===== src/rtl/gesture_toggle_generator.sv =====
// Gesture front end: sync, optional debounce (GESTURE_DEBOUNCE_EN), edge detect, two-step sequencer.
// Emits first/second toggle pulses, an armed flag and a window timeout pulse.
module gesture_toggle_generator #(
  parameter int unsigned           DEBOUNCE_CYCLES = 8,
  parameter int unsigned           MODE_WIDTH      = 2,
  parameter int unsigned           MAX_WIDTH       = 8,
  parameter logic [MODE_WIDTH-1:0] OFF_MODE        = '0
) (
  input  logic                  clk,
  input  logic                  rst,
  input  logic                  left_sensor_raw,
  input  logic                  right_sensor_raw,
  input  logic [MODE_WIDTH-1:0] current_mode,
  input  logic [MAX_WIDTH-1:0]  gesture_window,
  output logic                  first_toggle_signal,
  output logic                  second_toggle_signal,
  output logic                  gesture_armed,
  output logic                  gesture_timeout
);

  localparam logic [MAX_WIDTH-1:0] WinOne = {{(MAX_WIDTH-1){1'b0}}, 1'b1};

  // Bit 0 is the left channel, bit 1 the right channel.
  logic [1:0] raw;
  logic [1:0] sync1_q, sync2_q;
  logic [1:0] filt, filt_prev_q;
  logic [1:0] edge_det;
  logic       left_edge, right_edge;

  assign raw = {right_sensor_raw, left_sensor_raw};

  always_ff @(posedge clk) begin
    if (rst) begin
      sync1_q     <= '0;
      sync2_q     <= '0;
      filt_prev_q <= '0;
    end else begin
      sync1_q     <= raw;
      sync2_q     <= sync1_q;
      filt_prev_q <= filt;
    end
  end

`ifdef GESTURE_DEBOUNCE_EN
  localparam logic [7:0] DbLast = 8'(DEBOUNCE_CYCLES - 1);

  logic [1:0] filt_q;
  logic [7:0] db_cnt_q [2];

  // Count mismatching cycles; flip on the DEBOUNCE_CYCLES-th consecutive one.
  always_ff @(posedge clk) begin
    if (rst) begin
      filt_q <= '0;
      for (int i = 0; i < 2; i++) db_cnt_q[i] <= '0;
    end else begin
      for (int i = 0; i < 2; i++) begin
        if (sync2_q[i] == filt_q[i]) begin
          db_cnt_q[i] <= '0;
        end else if (db_cnt_q[i] == DbLast) begin
          filt_q[i]   <= sync2_q[i];
          db_cnt_q[i] <= '0;
        end else begin
          db_cnt_q[i] <= db_cnt_q[i] + 8'd1;
        end
      end
    end
  end

  assign filt = filt_q;
`else
  assign filt = sync2_q;
`endif

  assign edge_det   = filt & ~filt_prev_q;
  assign left_edge  = edge_det[0];
  assign right_edge = edge_det[1];

  typedef enum logic [0:0] {StIdle, StArmed} state_e;

  state_e               state_q, state_d;
  logic [MAX_WIDTH-1:0] win_q, win_d;
  logic                 first_d, second_d, timeout_d;

  always_comb begin
    state_d   = state_q;
    win_d     = win_q;
    first_d   = 1'b0;
    second_d  = 1'b0;
    timeout_d = 1'b0;
    if (current_mode == OFF_MODE) begin
      state_d = StIdle;
      win_d   = '0;
    end else begin
      unique case (state_q)
        StIdle: begin
          if (left_edge && !right_edge) begin
            first_d = 1'b1;
            win_d   = gesture_window;
            state_d = StArmed;
          end
        end
        StArmed: begin
          if (right_edge && !left_edge) begin
            second_d = 1'b1;
            win_d    = '0;
            state_d  = StIdle;
          end else if (left_edge && !right_edge) begin
            first_d = 1'b1;
            win_d   = gesture_window;
          end else if (win_q <= WinOne) begin
            // Decrementing to (or sitting at) zero ends the window this cycle.
            timeout_d = 1'b1;
            win_d     = '0;
            state_d   = StIdle;
          end else begin
            win_d = win_q - WinOne;
          end
        end
        default: state_d = StIdle;
      endcase
    end
  end

  always_ff @(posedge clk) begin
    if (rst) begin
      state_q              <= StIdle;
      win_q                <= '0;
      first_toggle_signal  <= 1'b0;
      second_toggle_signal <= 1'b0;
      gesture_timeout      <= 1'b0;
      gesture_armed        <= 1'b0;
    end else begin
      state_q              <= state_d;
      win_q                <= win_d;
      first_toggle_signal  <= first_d;
      second_toggle_signal <= second_d;
      gesture_timeout      <= timeout_d;
      gesture_armed        <= (state_d == StArmed);
    end
  end

endmodule


===== config.mk =====
export PLATFORM = sky130hd
export DESIGN_NAME = gesture_toggle_generator
export DESIGN_NICKNAME = d
export VERILOG_FILES = /design/src/rtl/gesture_toggle_generator.sv
export SDC_FILE = /design/constraint.sdc
export NUM_CORES = 1
export LEC_CHECK = 0
export ABC_CLOCK_PERIOD_IN_PS = 2450
export BUFFER_PORTS_ARGS = -buffer_cell sky130_fd_sc_hd__buf_2
export CAP_MARGIN = 0
export CORE_MARGIN = 2
export CORE_UTILIZATION = 51
export DETAILED_ROUTE_END_ITERATION = 16
export GPL_ROUTABILITY_DRIVEN = 0
export PLACE_DENSITY_LB_ADDON = 0.12
export SLEW_MARGIN = 20
export SYNTH_ARGS = -nofsm -noshare
export SYNTH_HDL_FRONTEND = slang
export SYNTH_SLANG_ARGS = --single-unit

===== constraint.sdc =====
create_clock -name clk -period 2.45 [get_ports clk]
set_clock_uncertainty 0.1 [all_clocks]
set_input_delay 0.1225 -clock clk [delete_from_list [all_inputs] [get_ports clk]]
set_output_delay 0.1225 -clock clk [all_outputs]
set_load 0.02 [all_outputs]

==> run summary <==
===========================================================================================
Nature of the critical path startpoint .......................................         flop
Timing-limited maximum frequency .............................................      493 MHz
Relative slew slack ..........................................................        39.6%
Post-layout net count ........................................................          135
Static leakage ...............................................................     0.443 nW
Transition at the pin with the smallest max-transition slack .................       904 ps
Number of buffers added by the clock tree synthesis step .....................            3
Least setup slack across all paths after layout ..............................       421 ps
Cell family with the largest share of critical-path delay .................... simple AND/OR/NAND/NOR gates
Detailed-route wire length per cell .......................................... 14.1 microns
Slowest CP cell .............................................................. sky130_fd_sc_hd__or4_4
Post-placement cell area .....................................................    940 sq um
Cells along the critical path ................................................ or4_4 > or4_4 > nand4_1 > o22ai_1
Worst Path Arrival ...........................................................      2070 ps
Clock Tree Root .............................................................. sky130_fd_sc_hd__clkbuf_4
Core box area ................................................................   1540 sq um
Number of diodes added for antenna fixing ....................................            0
Reg clk slew, reported paths .................................................       100 ps
Sequential cell area .........................................................    360 sq um
Unrepaired setup endpoints after global routing ..............................           no
Max Root-Sink Buffers ........................................................            2
Critical path start-end classification ....................................... flop to flop
Setup slack after placement ..................................................       480 ps
Busiest grt layer ............................................................         met2
Clock latency at the later pin of the worst-skew pair ........................       290 ps
Via-per-instance ratio .......................................................         5.87
Combined buffer and inverter count along the critical path ...................            0
Starting utilization of the core area ........................................        55.0%
Hold WS ......................................................................      4.19 ps
Ratio of cells with drive above 1 in the final layout ........................        22.0%
Final period demand of the worst path ........................................      2030 ps
Clock sink count .............................................................           18
Cell Rows ....................................................................           14
DRC viols ....................................................................            0
Tcrit/Tclk final .............................................................        82.8%
Areal power density over the cells ...........................................  556 nW/um^2
Vias .........................................................................          786
Path type of the worst min-delay path ........................................ primary input to flop
Register bit total from synthesis ............................................           18
Critical path capture point type .............................................         flop
Number of synthesis warnings .................................................            0
Peak supply drop .............................................................       392 uV
Detailed Place HPWL ..........................................................      1.29 mm
Number of global-route vias before repair ....................................          742
Die area .....................................................................   2010 sq um
Sequential-to-total area share from yosys stat ...............................        42.5%
Maximum fanout count along the critical path .................................            6
Multi-input gate area in the final layout ....................................    459 sq um
Overflow left after global routing ...........................................            0
Number of detailed-routing iterations run before antenna repair ..............            4
Post-route cell area .........................................................   1050 sq um
Grt met1 use .................................................................        27.6%
Total Wirelength .............................................................      1.89 mm
Number of fill cells in the layout ...........................................          135
Quantity of gates resized following cts ......................................            0
Number of setup violations in the final report ...............................            0
# port buffers ...............................................................           17
Die Span X ................................................................... 44.8 microns
Total design power ...........................................................   0.000582 W
Largest net degree at the start of global routing ............................           16
GR Layer Usage met3 ..........................................................        3.20%
Required time of the worst setup path ........................................      2490 ps
Initial antenna violation count ..............................................            0
Summed negative setup slack over all endpoints ...............................         0 ps
Overall routing resource usage ...............................................        21.6%
First-pass GRT wire length ...................................................      3.18 mm
Cell count after synthesis ...................................................           93
Number of design-rule violations left by the first detailed-router iteration .           40
Vertical extent of the die ................................................... 44.8 microns
Top-level I/O count ..........................................................           18
Remaining number of nets flagged by the antenna check after routing ..........            0
CTS Hold Bufs ................................................................            7
Max capacitance violation total ..............................................            0
Total number of H-tree levels ................................................            1
Routing usage on met2 ........................................................        34.8%
Status ....................................................................... finished clean
Hold Fails Final Rpt .........................................................            0
Cell mode on critical path ................................................... sky130_fd_sc_hd__or4_4
TritonCTS clock tree .........................................................          yes
Synthesis-to-finish area growth ..............................................        23.3%
Post-synth net total .........................................................          109
Synthesized area per cell ....................................................   9.12 sq um
Number of unique standard cell types used by synthesis .......................           30
Post-synthesis instance area .................................................    848 sq um
Setup Buffers After CTS ......................................................            0
Slew Viols, Final ............................................................            0
Largest stage delay on the critical path .....................................       580 ps
===========================================================================================
[state kept, by name, indices dropped and copies added, names as in the netlist]
signal and count:
first_toggle_signal 1, filt_prev_q 2, second_toggle_signal 1, filt 2, win_q 8, state_q 1, gesture_timeout 1, sync1_q 2
[cell families after synthesis]
kind of cell             after synthesis  synth area share, %
buffers and inverters                  7                 3.39
multiplexers                           3                 3.54
adder cells (fa/ha/maj)                2                 2.95
flip-flops                            18                 42.5
AO/OA/AOI/OAI                         16                 13.6
XOR/XNOR                               5                 5.16
AND/OR/NAND/NOR                       42                 28.9
[final timing paths]
check,from,endpoint,slack (ps),depth (start not counted)
worst max-delay path,win_q[2]$_SDFFE_PP0P_,win_q[6]$_SDFFE_PP0P_,420,4
worst min-delay path,gesture_window[7],win_q[7]$_SDFFE_PP0P_,4,3
worst max register to register,win_q[2]$_SDFFE_PP0P_,win_q[6]$_SDFFE_PP0P_,420,4
worst min register to register,sync1_q[1]$_SDFF_PP0_,filt[1]$_SDFF_PP0_,350,1
[synth_stat cells, drive strengths merged]
| master | number | area [sq um] |
|---|---|---|
| a221oi | 2 | 17.5 |
| a31oi | 4 | 25.0 |
| and2 | 1 | 6.26 |
| buf | 2 | 10.0 |
| clkbuf | 1 | 3.75 |
| dfxtp | 18 | 360 |
| ha | 2 | 25.0 |
| inv | 4 | 15.0 |
| mux2i | 3 | 30.0 |
| nand2 | 5 | 18.8 |
| nand2b | 1 | 6.26 |
| nand3 | 6 | 30.0 |
| nand4 | 3 | 18.8 |
| nor2 | 7 | 26.3 |
| nor2b | 10 | 62.6 |
| nor3 | 2 | 10.0 |
| nor3b | 1 | 7.51 |
| nor4 | 1 | 6.26 |
| nor4b | 1 | 15.0 |
| o21ai | 2 | 10.0 |
| o21bai | 1 | 7.51 |
| o22ai | 3 | 18.8 |
| o2bb2ai | 2 | 17.5 |
| o31ai | 1 | 7.51 |
| o41a | 1 | 11.3 |
| or2 | 1 | 6.26 |
| or4 | 3 | 31.3 |
| xnor2 | 3 | 26.3 |
| xor2 | 2 | 17.5 |
[tightest hold or removal path, stage by stage]
cell and delay (ps):
sky130_fd_sc_hd__buf_2 70, sky130_fd_sc_hd__mux2i_1 50, sky130_fd_sc_hd__o22ai_1 110
[through the flow]
step,std cells,util (%)
after floorplan,93,-
after global placement,123,61.0
after detailed placement,123,61.0
after CTS,134,67.9
after global routing,134,67.9
final,134,67.9
[per-layer routing]
metal  vias to the layer above  part of all wire [%]  wire length [microns]
met2                        42                    46                    869
li1                        384                     -                      -
met1                       352                    43                    815
met5                         -                     0                      0
met3                         8                   7.2                    136
met4                         0                   3.4                     65
[layout make-up]
type | count | area share (%)
Tap cell | 16 | 1.91
Timing Repair Buffer | 24 | 14.8
Sequential cell | 18 | 34.4
Multi-Input combinational cell | 68 | 43.9
Clock buffer | 4 | 3.47
Inverter | 4 | 1.44
[layout by cell type, fill, tap and decap left out, drive strengths merged, types with 3 or more instances in the layout]
master,instances
dfxtp,18
buf,17
nor2b,10
nor2,7
dlygate4sd3,7
nand3,6
nand2,5
inv,4
a31oi,4
clkbuf,4
mux2i,3
nand4,3
xnor2,3
o22ai,3
or4,3
[report_power, final]
part | internal, W | switching [W]
Combinational | 0.0000477 | 0.0000439
Clock | 0.0000905 | 0.0000896
Sequential | 0.000302 | 0.00000814
(Power assumes the default switching activity.)
